--- src/rtl/proc_hazard_ctrl_pkg.sv ---
// Shared TinyRV1 hazard-control types: the per-stage writeback entry kept after D,
// bypass/ready-stage constants and the register-match helper.
package proc_hazard_ctrl_pkg;

    localparam int unsigned HZ_AW_MAX = 8;
    localparam int unsigned HZ_SW_MAX = 4;

    localparam logic [HZ_SW_MAX-1:0] BYP_RF = 4'd0;
    localparam logic [HZ_SW_MAX-1:0] RDY_X  = 4'd1;
    localparam logic [HZ_SW_MAX-1:0] RDY_M  = 4'd2;

    typedef struct packed {
        logic                 val;
        logic                 wen;
        logic [HZ_AW_MAX-1:0] rd;
        logic [HZ_SW_MAX-1:0] rdy;
    } hz_entry_t;

    localparam hz_entry_t HZ_BUBBLE = '{1'b0, 1'b0, 8'd0, 4'd0};

    // x0 is hard-wired zero, so a write to it never produces a dependency
    function automatic logic hz_match(input hz_entry_t e, input logic [HZ_AW_MAX-1:0] s);
        return e.val & e.wen & (e.rd == s) & (s != 8'd0);
    endfunction

endpackage

--- src/rtl/proc_hazard_ctrl_reg.sv ---
// Generic enabled register with synchronous active-high reset; reset beats enable.
module proc_hazard_ctrl_reg #(
    parameter int W = 1
) (
    input  logic         i_clk,
    input  logic         i_rst,
    input  logic         i_en,
    input  logic [W-1:0] i_d,
    output logic [W-1:0] o_q
);

    // state register: clear on reset, otherwise load when enabled
    always_ff @(posedge i_clk) begin
        if (i_rst) begin
            o_q <= {W{1'b0}};
        end else if (i_en) begin
            o_q <= i_d;
        end else begin
            o_q <= o_q;
        end
    end

endmodule

--- src/rtl/proc_hazard_ctrl.sv ---
// Hazard controller for an in-order TinyRV1 pipeline with NSTAGES stages after D:
// bypass selects, RAW stalls, control-flow squashes and a whole-pipeline freeze.
module proc_hazard_ctrl
    import proc_hazard_ctrl_pkg::*;
#(
    parameter int NSTAGES = 3,
    parameter int AW      = 5,
    parameter int SW      = $clog2(NSTAGES + 1)
) (
    input  logic          clk,
    input  logic          rst,
    input  logic          val_D,
    input  logic          rs1_en_D,
    input  logic          rs2_en_D,
    input  logic [AW-1:0] rs1_D,
    input  logic [AW-1:0] rs2_D,
    input  logic          wen_D,
    input  logic [AW-1:0] rd_D,
    input  logic [SW-1:0] rdy_D,
    input  logic          jump_D,
    input  logic          redirect_X,
    input  logic          freeze,
    output logic          stall_F,
    output logic          stall_D,
    output logic          squash_F,
    output logic          squash_D,
    output logic [SW-1:0] op1_byp_sel_D,
    output logic [SW-1:0] op2_byp_sel_D,
    output logic          val_X,
    output logic          rf_wen_W,
    output logic [AW-1:0] rf_waddr_W
);

    hz_entry_t [NSTAGES:1] w_ent_q;
    hz_entry_t             w_ent1_d;
    logic                  w_adv;
    logic [NSTAGES:1]      w_m1;
    logic [NSTAGES:1]      w_m2;
    logic [NSTAGES:1]      w_ok;
    logic [SW-1:0]         w_sel1;
    logic [SW-1:0]         w_sel2;
    logic                  w_stl1;
    logic                  w_stl2;
    logic                  w_squash_D;
    logic                  w_stall_D;

    assign w_adv = ~freeze;

    for (genvar k = 1; k <= NSTAGES; k++) begin : g_ent
        if (k == 1) begin : g_head
            proc_hazard_ctrl_reg #(.W($bits(hz_entry_t))) u_reg (
                .i_clk (clk),
                .i_rst (rst),
                .i_en  (w_adv),
                .i_d   (w_ent1_d),
                .o_q   (w_ent_q[k])
            );
        end else begin : g_tail
            proc_hazard_ctrl_reg #(.W($bits(hz_entry_t))) u_reg (
                .i_clk (clk),
                .i_rst (rst),
                .i_en  (w_adv),
                .i_d   (w_ent_q[k-1]),
                .o_q   (w_ent_q[k])
            );
        end

        assign w_m1[k] = val_D & rs1_en_D & hz_match(w_ent_q[k], HZ_AW_MAX'(rs1_D));
        assign w_m2[k] = val_D & rs2_en_D & hz_match(w_ent_q[k], HZ_AW_MAX'(rs2_D));
        assign w_ok[k] = (HZ_SW_MAX'(k) >= w_ent_q[k].rdy);
    end

    // priority search: walk oldest to youngest so the youngest match lands last
    always_comb begin
        w_sel1 = SW'(BYP_RF);
        w_sel2 = SW'(BYP_RF);
        w_stl1 = 1'b0;
        w_stl2 = 1'b0;
        for (int k = NSTAGES; k >= 1; k--) begin
            w_sel1 = w_m1[k] ? (w_ok[k] ? SW'(k) : SW'(BYP_RF)) : w_sel1;
            w_stl1 = w_m1[k] ? ~w_ok[k] : w_stl1;
            w_sel2 = w_m2[k] ? (w_ok[k] ? SW'(k) : SW'(BYP_RF)) : w_sel2;
            w_stl2 = w_m2[k] ? ~w_ok[k] : w_stl2;
        end
    end

    assign w_squash_D = redirect_X & ~freeze;
    assign w_stall_D  = freeze | (val_D & (w_stl1 | w_stl2) & ~w_squash_D);

    // X entry: D metadata when it actually issues, otherwise a bubble
    always_comb begin
        w_ent1_d = HZ_BUBBLE;
        if (val_D & ~w_stall_D & ~w_squash_D) begin
            w_ent1_d = '{1'b1, wen_D, HZ_AW_MAX'(rd_D), HZ_SW_MAX'(rdy_D)};
        end else begin
            w_ent1_d = HZ_BUBBLE;
        end
    end

    assign stall_D       = w_stall_D;
    assign stall_F       = w_stall_D;
    assign squash_D      = w_squash_D;
    assign squash_F      = w_squash_D | (val_D & jump_D & ~w_stall_D & ~freeze);
    assign op1_byp_sel_D = w_sel1;
    assign op2_byp_sel_D = w_sel2;
    assign val_X         = w_ent_q[1].val;
    assign rf_wen_W      = w_ent_q[NSTAGES].val & w_ent_q[NSTAGES].wen & ~freeze;
    assign rf_waddr_W    = w_ent_q[NSTAGES].rd[AW-1:0];

endmodule

--- config.mk ---
export PLATFORM = sky130hd
export DESIGN_NAME = proc_hazard_ctrl
export DESIGN_NICKNAME = d
export VERILOG_FILES = /design/src/rtl/proc_hazard_ctrl_pkg.sv /design/src/rtl/proc_hazard_ctrl_reg.sv /design/src/rtl/proc_hazard_ctrl.sv
export SDC_FILE = /design/constraint.sdc
export NUM_CORES = 1
export LEC_CHECK = 0
export ABC_CLOCK_PERIOD_IN_PS = 2500
export CORE_MARGIN = 2
export CORE_UTILIZATION = 25
export CTS_CLUSTER_DIAMETER = 60
export CTS_CLUSTER_SIZE = 20
export DETAILED_ROUTE_END_ITERATION = 7
export PLACE_DENSITY_LB_ADDON = 0.2
export SLEW_MARGIN = 20
export SYNTH_ARGS = -nofsm -noshare
export SYNTH_HDL_FRONTEND = slang
export SYNTH_SLANG_ARGS = --single-unit
--- constraint.sdc ---
create_clock -name clk -period 2.5 [get_ports clk]
set_input_delay 0.375 -clock clk [delete_from_list [all_inputs] [get_ports clk]]
set_output_delay 0.375 -clock clk [all_outputs]
set_load 0.05 [all_outputs]
# --- Yosys cells after proc, flatten, opt, wreduce, memory -nomap -nowiden ---
# Index checks and enable logic that the tools add are counted.
word_totals:
  ff_bits: 42
  latchBits: 0
  ramBits: 0
  rom_bits: 0
  in_bits: 26
  output_inout_bits: 15
  memories: 0
op_classes:
  addsub: 0
  n_mul: 0
  n_div: 0
  order_cmp: 3
  eq_ne: 6
  shift: 0
  mux: 16
  n_bitwise: 41
  n_reduce_logical: 2
op_table:
  columns: ["operator", "count"]
  rows:
  - ["== test 8 x 5 -> 1 bit", 6]
  - ["AND 1 bit", 32]
  - ["2-to-1 mux 2 bit", 8]
  - ["2-to-1 mux 14 bit", 1]
  - ["nonzero test 5 bit", 2]
  - ["greater-or-equal comparator 2 x 4 -> 1 bit, first input constant", 2]
  - ["2-to-1 mux 1 bit", 7]
  - ["inverter 1 bit", 6]
  - ["greater-or-equal comparator 1 x 4 -> 1 bit, first input constant", 1]
  - ["bitwise OR 1 bit", 3]

# --- Longest topological paths before layout ---
# Gate-level depths: netlist of run 1.
logic_depth:
  ltp_word: 15
  mapped_depth: 7

# --- Modules after synthesis ---
# From an unflattened synthesis of run 1, not the netlist that was laid out.
unflattened:
  cells_unflattened: 234
  area_unflattened_um2: 2301.0
modules_own_cells:
  columns: ["mod", "instances", "cells_per_inst", "area_each_um2", "seq_area_each_um2"]
  rows:
  - ["proc_hazard_ctrl_reg", 3, 45, 508.0, 280.3]
  - ["proc_hazard_ctrl", 1, 99, 777.0, 0.0]

# --- Worst setup path before layout of run 1 ---
# OpenSTA, ideal clock, no wires.
synth_timing:
  path_type: "register -> output"
  start: "register g_ent[1].g_head.u_reg.o_q[13]"
  end: "output squash_F"
  t_arrival_ns: 2.307
  required_time_ns: 2.125
  setup_slack_ns: -0.182
  path_stages_with_launch: 6
  path_buffers: 0
  cell_sequence: "dfxtp_1 -> nand2_1 -> or4_4 -> a22oi_2 -> o21ai_0 -> o21bai_1"
synth_between:
  elab_chain_len: 13
  word_cells_on_any_way: 17
synth_rtl:
  columns: ["element", "line", "text"]
  rows:
  - ["from (decl)", "proc_hazard_ctrl_reg.sv:9", "output logic [W-1:0] o_q"]
  - ["from (signal assigned)", "proc_hazard_ctrl_reg.sv:15", "o_q <= {W{1'b0}};"]
  - ["from (signal assigned)", "proc_hazard_ctrl_reg.sv:17", "o_q <= i_d;"]
  - ["from (signal assigned)", "proc_hazard_ctrl_reg.sv:19", "o_q <= o_q;"]
  - ["AND 1 bit (*)", "proc_hazard_ctrl_pkg.sv:23", "return e.val & e.wen & (e.rd == s) & (s != 8'd0);"]
  - ["AND 1 bit (2 in series)", "proc_hazard_ctrl_pkg.sv:23", null]
  - ["AND 1 bit, on equally long branches", "proc_hazard_ctrl.sv:68, proc_hazard_ctrl.sv:69", null]
  - ["2-to-1 mux 1 bit, on equally long branches", "proc_hazard_ctrl.sv:81, proc_hazard_ctrl.sv:83", null]
  - ["bitwise OR 1 bit (*)", "proc_hazard_ctrl.sv:88", "assign w_stall_D = freeze | (val_D & (w_stl1 | w_stl2) & ~w_squash_D);"]
  - ["AND 1 bit (*) (2 in series)", "proc_hazard_ctrl.sv:88", null]
  - ["bitwise OR 1 bit (*)", "proc_hazard_ctrl.sv:88", null]
  - ["inverter 1 bit (*)", "proc_hazard_ctrl.sv:103", "assign squash_F = w_squash_D | (val_D & jump_D & ~w_stall_D & ~freeze);"]
  - ["AND 1 bit (*) (2 in series)", "proc_hazard_ctrl.sv:103", null]
  - ["bitwise OR 1 bit (*)", "proc_hazard_ctrl.sv:103", null]
  - ["to (decl)", "proc_hazard_ctrl.sv:25", "output logic squash_F,"]
# Every way passes the cells marked *; elsewhere a longest branch is shown, timed or not.

# --- Worst setup path after layout of run 1 ---
layout_timing:
  start: "input rs2_D[4]"
  end: "output op2_byp_sel_D[1]"
layout_between:
  elab_chain_len: 7
  word_cells_on_any_way: 16
layout_rtl:
  columns: ["element", "line", "text"]
  rows:
  - ["from (decl)", "proc_hazard_ctrl.sv:16", "input logic [AW-1:0] rs2_D,"]
  - ["== test 8 x 5 -> 1 bit", "proc_hazard_ctrl_pkg.sv:23", null]
  - ["AND 1 bit (2 in series)", "proc_hazard_ctrl_pkg.sv:23", null]
  - ["AND 1 bit", "proc_hazard_ctrl.sv:69", "assign w_m2[k] = val_D & rs2_en_D & hz_match(w_ent_q[k], HZ_AW_MAX'(rs2_D));"]
  - ["2-to-1 mux 2 bit (2 in series)", "proc_hazard_ctrl.sv:82", "w_sel2 = w_m2[k] ? (w_ok[k] ? SW'(k) : SW'(BYP_RF)) : w_sel2;"]
  - ["2-to-1 mux 2 bit (*)", "proc_hazard_ctrl.sv:82", null]
  - ["to (decl)", "proc_hazard_ctrl.sv:28", "output logic [SW-1:0] op2_byp_sel_D,"]
# Marks and branches as above.

==> impl_results.md, run 1 <==
- Die X: 81.9 µm
- Peak supply drop: 193 µV
- Final Skew: 0.00146 ns
- Register bit total from synthesis: 25
- Warnings from Yosys: 0
- Area of the multi-input gates: 1040 µm²
- Crit path depth: 8
- Hold WC Path Type: flop to flop
- Largest net degree at the start of global routing: 32
- Die area: 6710 µm²
- Yosys top cell by area: dfxtp_1
- Post-DP HPWL: 3.15 mm
- Commonest cells in the netlist: 25 x dfxtp_1, 21 x xnor2_1, 20 x nor2_1
- Crit path top cell by count: or4_4
- Post-synth top flop: dfxtp_1
- Relative slew slack: 63.6%
- FILL cells: 598
- Worst Path Arrival: 2.18 ns
- CP delay by family, top: simple AND/OR/NAND/NOR gates
- Synth-to-Final Area Change: 57.5%
- Final ANT Viol Nets: 0
- Fmax achieved: 392 MHz
- WP data required: 2.12 ns
- Syn avg cell area: 8.93 µm²
- Worst R2R Path Depth: 9
- Num CTS Buffers: 3
- Fin. max-slew vios: 0
- Number of global-route vias before repair: 1343
- Hold wc startpoint: g_ent[1].g_head.u_reg.o_q[0]
- Hold Fails Final Rpt: 0
- Die height: 81.9 µm
- Clock slew at reported path FFs: 0.09 ns
- First-pass GRT wire length: 6.48 mm
- # hold bufs at CTS: 0
- FF-to-FF End: g_ent[1].g_head.u_reg.o_q[4]
- Unrepaired setup endpoints after global routing: true
- Clock sink total: 25
- Worst-path maximum fanout: 2
- Num rows: 28
- Reg area: 513 µm²
- CP startpoint: rs2_D[4]
- Fin worst setup slack: -0.0541 ns
- Syn Nets: 196
- Largest cells by area after synthesis: dfxtp_1 33%, xnor2_1 12%, mux2i_1 11%
- Drt via density: 4.46
- Via count: 1361
- Top-Level Pins: 41
- Fin crit share: 102%
- Worst-path cell chain: buf_6 > or4_4 > nor2_4 > nor4_4 > or4_4 > nor3_4 > o21a_1 > buf_12
- Worst-skew pair later-pin latency: 0.27 ns
- Yosys cell types: 33
- Final-stage net count: 257
- GRT met1 Usage: 18.4%
- # diodes: 0
- Final setup viols: 4
- TritonRoute pass-1 iters: 4
- Register area share after synthesis: 33.0%
- DRC Markers: 0
- CTS tree: built
- WP buf/inv: 2
- IO Port Bufs: 40
- Final Wtd Congestion: 0.769
- Bufs on Longest Clock Path: 2
- Leak: 0.947 nW
- Startpoint Class: primary input
- MaxCap Viol Count: 0
- EDFF count, synth: 0
- Core area: 5890 µm²
- Setup CP Type: primary input to output port
- Max stage delay on crit path: 0.54 ns
- GRT Total Usage: 12.6%
- Met2 Resource Use GR: 19.4%
- Busiest grt layer: met2
- Met3 global-route usage: 1.65%
- Crit path capture type: output port
- Critical-path cell with the highest stage delay: or4_4
- Fin crit period: 2.55 ns
- Share of cells above drive strength 1: 38.7%
- Htree depth: 1
- Setup crit end: op2_byp_sel_D[1]
- Status: complete, but fails checks
- Failing checks: negative setup slack
- Grt total ovfl: 0
- Cells after Synth: 170
- Post-route setup TNS: -0.116 ns
- DRT Wirelength: 4.10 mm
- Least-Margin Pin Slew: 0.544 ns
- Worst slack, placed: -0.425 ns
- Wire per inst: 13.4 µm
- Count leader, synth: dfxtp_1
- FF-to-FF Start: g_ent[2].g_tail.u_reg.o_q[8]
- Top cell type's share of synthesized area: 33.0%
- Mapped Area: 1520 µm²
- DRT iter0 DRCs: 60
- Root Buffer: clkbuf_8
- R2r setup slk: 0.44 ns
- Ys async rst share: 0%
- PwrDens: 357 nW/µm²
- Initial Util: 25.8%
- Initial antenna violation count: 0
## stage by stage
step	util [%]	instances	instance area (µm²)	hold WS [ns]	total power, mW
6_report	40.6	305	2390	0.482	0.854
5_1_grt	40.6	305	2390	0.527	0.896
4_1_cts	39.8	305	2340	0.489	0.861
3_5_place_dp	37.9	298	2230	0.474	0.611
3_3_place_gp	37.9	298	2230	0.465	0.611
2_1_floorplan	-	170	1520	0.454	0.506
## area by class of cell
cell class                 instances  area share (%)
clock buffer                       3            1.73
clock inverter                     1           0.314
inverter                           1           0.157
multi-input combinational        131            43.7
sequential                        25            21.5
tap                               75            3.92
timing repair buffer              69            28.7
## worst min path at each step
stage | to | slack, ns | cells past startpoint
2_1_floorplan | g_ent[1].g_head.u_reg.o_q[0] | 0.45 | 2
3_3_place_gp | g_ent[1].g_head.u_reg.o_q[0] | 0.46 | 2
3_5_place_dp | g_ent[1].g_head.u_reg.o_q[0] | 0.47 | 2
4_1_cts | g_ent[1].g_head.u_reg.o_q[0] | 0.49 | 2
5_1_grt | g_ent[1].g_head.u_reg.o_q[0] | 0.53 | 2
6_report | g_ent[1].g_head.u_reg.o_q[0] | 0.48 | 2
## routing by layer
layer,wire (µm),up-vias
met3,148,2
li1,-,714
met2,1760,24
met4,27,0
met1,2160,621
met5,0,-
## power breakdown
group | internal (mW) | switching [mW] | total, mW | leakage, nW
clock network | 0.113 | 0.134 | 0.247 | 0.0217
registers | 0.404 | 0.00719 | 0.411 | 0.206
logic | 0.105 | 0.0910 | 0.196 | 0.719
## repair_timing
action	CTS	global route
resized for setup	52	13
pin swaps	18	10
setup endpoints to repair	7	7
buffers inserted	3	0
gates cloned	0	0
## state kept, by name (all words and copies together), names as in the netlist
name,flops
g_ent.g_head.u_reg.o_q,9
g_ent.g_tail.u_reg.o_q,16
## worst register-to-register path, delay by kind of cell, from the launching register on
family	cells	cell delay (ns)
xor gates and xnor gates	1	0.13
and+or+nand+nor	2	0.45
AOI/OAI and AO/OA	3	0.57
buffers and inverters	3	0.40
DFF	1	0.39
## placed cells by master, fill, tap and decap left out, types with 2 or more instances in the layout
master           Yosys  routed
xnor2_1             21      17
buf_6                0       3
nand3b_1             3       3
mux2i_1             16      16
xnor2_2              0       4
a21o_2               0       2
clkbuf_8             0       3
nand2_1             12      12
or4_4                2       4
buf_4                6      28
dfxtp_1             25      17
dfxtp_2              0       7
or3b_2               8       8
nor3_4               0       2
nand4_1              6       6
dlygate4sd2_1        0       3
clkdlybuf4s50_1      0      19
buf_12               0       9
o22ai_1              8       8
nor2b_1              2       2
buf_2                0       4
nor2_1              20      19
xor2_1               9       9
## cell families (layout without fill, tap and decap cells)
kind of cell	count (synthesis)	in the layout	share of synthesized area (%)
compound gates	20	20	10.1
xor+xnor	30	30	17.3
flops	25	25	33.0
mux	16	16	10.6
simple gates	65	65	24.2
buf+inv	14	74	4.95
Power figures use the tool's default switching activity.
==> run 2: changes to the inputs <==
Settings changed: PLACE_DENSITY set to 0.47, PLACE_DENSITY_LB_ADDON 0.2 to unset.
==> impl_results.md, run 2 (synthesis results as in run 1) <==
- # diodes: 0 (unchanged)
- Final ANT Viol Nets: 0 (unchanged)
- WP data required: 2.12 ns (about the same)
- Post-route setup TNS: -0.0666 ns (was -0.116 ns)
- Wire per inst: 13.3 µm (was 13.4 µm)
- Max stage delay on crit path: 0.53 ns (was 0.54 ns)
- Num rows: 28 (unchanged)
- Num CTS Buffers: 3 (unchanged)
- Commonest cells after routing, fill and taps aside: 30 x buf_4, 19 x nor2_1, 19 x clkdlybuf4s50_1, 17 x xnor2_1, 17 x dfxtp_1 (was 28 x buf_4, 19 x nor2_1, 19 x clkdlybuf4s50_1, 17 x xnor2_1, 17 x dfxtp_1)
- Cell Area, Placed: 2240 µm² (was 2230 µm²)
- Failing checks: negative setup slack (unchanged)
- Final setup viols: 3 (was 4)
- Worst-path maximum fanout: 2 (unchanged)
- TritonRoute pass-1 iters: 4 (unchanged)
- FILL cells: 603 (was 598)
- Hold Path End: g_ent[1].g_head.u_reg.o_q[0] (unchanged)
- Unrepaired setup endpoints after global routing: true (unchanged)
- Number of global-route vias before repair: 1365 (was 1343)
- Synth-to-Final Area Change: 57.5% (unchanged)
- DRC Markers: 0 (unchanged)
- Register name with the most flops: g_ent.g_tail.u_reg.o_q (unchanged)
- Via count: 1369 (was 1361)
- Final hold slack: 0.485 ns (was 0.482 ns)
- Max reg flops: 16 (unchanged)
- Largest net degree at the start of global routing: 26 (was 32)
- Bufs on Longest Clock Path: 2 (unchanged)
- Hold WC Path Type: flop to flop (unchanged)
- Fmax achieved: 396 MHz (was 392 MHz)
- Fin worst setup slack: -0.0257 ns (was -0.0541 ns)
- Htree depth: 1 (unchanged)
- Clock slew at reported path FFs: 0.09 ns (about the same)
- Fin crit period: 2.53 ns (was 2.55 ns)
- Min-Delay Path Depth: 2 (unchanged)
- Root Buffer: clkbuf_8 (unchanged)
- WP buf/inv: 2 (unchanged)
- FF-to-FF Start: g_ent[1].g_head.u_reg.o_q[8] (was g_ent[2].g_tail.u_reg.o_q[8])
- Critical-path cell with the highest stage delay: or4_4 (unchanged)
- Fin. max-slew vios: 0 (unchanged)
- Relative slew slack: 66.4% (was 63.6%)
- Final-stage net count: 259 (was 257)
- Hold wc startpoint: g_ent[1].g_head.u_reg.o_q[0] (unchanged)
- GRT Total Usage: 13.1% (was 12.6%)
- PwrDens: 357 nW/µm² (about the same)
- # hold bufs at CTS: 0 (unchanged)
- Worst-path cell chain: buf_6 > or4_4 > nor2_4 > nor4_2 > or4_1 > nor3_2 > o21a_1 > buf_12 (was buf_6 > or4_4 > nor2_4 > nor4_4 > or4_4 > nor3_4 > o21a_1 > buf_12)
- MaxCap Viol Count: 0 (unchanged)
- Hold Fails Final Rpt: 0 (unchanged)
- IO Port Bufs: 40 (unchanged)
- DRT iter0 DRCs: 44 (was 60)
- DRT Wirelength: 4.09 mm (was 4.10 mm)
- Setup CP Type: primary input to output port (unchanged)
- Worst slack, placed: -0.415 ns (was -0.425 ns)
- Initial Util: 25.8% (unchanged)
- Initial antenna violation count: 0 (unchanged)
- CTS tree: built (unchanged)
- R2r setup slk: 0.47 ns (was 0.44 ns)
- FF-to-FF End: g_ent[1].g_head.u_reg.o_q[13] (was g_ent[1].g_head.u_reg.o_q[4])
- Clock sink total: 25 (unchanged)
- Least-Margin Pin Slew: 0.502 ns (was 0.544 ns)
- First-pass GRT wire length: 6.69 mm (was 6.48 mm)
- Worst Path Arrival: 2.15 ns (was 2.18 ns)
- Final Skew: 0.00423 ns (was 0.00146 ns)
- Share of cells above drive strength 1: 37.9% (was 38.7%)
- Core area: 5890 µm² (unchanged)
- Drt via density: 4.46 (about the same)
- Worst R2R Path Depth: 8 (was 9)
- CP delay by family, top: simple AND/OR/NAND/NOR gates (unchanged)
- Fin crit share: 101% (was 102%)
- Die height: 81.9 µm (unchanged)
- Worst-skew pair later-pin latency: 0.27 ns (about the same)
- Peak supply drop: 203 µV (was 193 µV)
- Grt total ovfl: 0 (unchanged)
- Top Registers: g_ent.g_tail.u_reg.o_q: 16 flops, g_ent.g_head.u_reg.o_q: 9 flops (unchanged)
- Die area: 6710 µm² (unchanged)
- Crit path capture type: output port (unchanged)
- Startpoint Class: primary input (unchanged)
- Status: complete, but fails checks (unchanged)
- Leak: 0.960 nW (was 0.947 nW)
- Die X: 81.9 µm (unchanged)
- Core Util, Final: 40.6% (unchanged)
- Final Wtd Congestion: 0.737 (was 0.769)
- Fin area: 2390 µm² (unchanged)
- Post-DP HPWL: 3.20 mm (was 3.15 mm)
- Top-Level Pins: 41 (unchanged)
- Most common cell after layout, fill and taps aside: buf_4 (unchanged)
[run 2: worst max path at each step]
stage	startpoint	endpoint	slack, ns	cells after the start
4_1_cts	g_ent[1].g_head.u_reg.o_q[4]	stall_D	-0.07	7
3_5_place_dp	rs2_D[1]	op2_byp_sel_D[1]	-0.41	8
2_1_floorplan	g_ent[1].g_head.u_reg.o_q[13]	squash_F	-0.18	5
3_3_place_gp	rs2_D[1]	op2_byp_sel_D[1]	-0.42	8
6_report	rs2_D[4]	op2_byp_sel_D[1]	-0.03	8
5_1_grt	rs2_D[2]	op2_byp_sel_D[1]	-0.12	8
[run 2: metal layers]
metal / part of all wire (%) / vias to the layer above / global-route usage, %
li1: - / 719 / -
met3: 3.3 / 4 / 1.98
met1: 50 / 621 / 18.0
met2: 45 / 25 / 21.1
met5: 0 / - / 0
met4: 1.0 / 0 / 4.00
[run 2: tightest hold or removal path, cell delays in order (launching register included)]
cell	delay, ns
dfxtp_1	0.32
nand2_1	0.06
o22ai_1	0.07
[run 2: report_power, final]
| part | internal [mW] | total (mW) | leakage (nW) | switching (mW) |
|---|---|---|---|---|
| Combinational | 0.106 | 0.195 | 0.732 | 0.0888 |
| Clock | 0.113 | 0.248 | 0.0217 | 0.135 |
| Sequential | 0.404 | 0.411 | 0.206 | 0.00724 |
| Total | 0.623 | 0.854 | 0.960 | 0.231 |
[run 2: timing repair]
action	CTS	global route
pin swaps	18	11
endpoints found under the setup margin	7	7
setup buffers	3	1
resized for setup	45	11
[run 2: final cells by class]
class	count	area (µm²)	area share, %
clock buffer	3	41.3	1.73
clock inverter	1	7.51	0.314
inverter	1	3.75	0.157
multi-input combinational	131	1020	42.6
sequential	25	513	21.5
tap	75	93.8	3.92
timing repair buffer	71	712	29.8
[run 2: metrics by stage]
stage,std cells,power (mW)
after floorplan,170,0.506
after global placement,299,0.613
after detailed placement,299,0.612
after CTS,306,0.860
after global routing,307,0.896
final,307,0.854
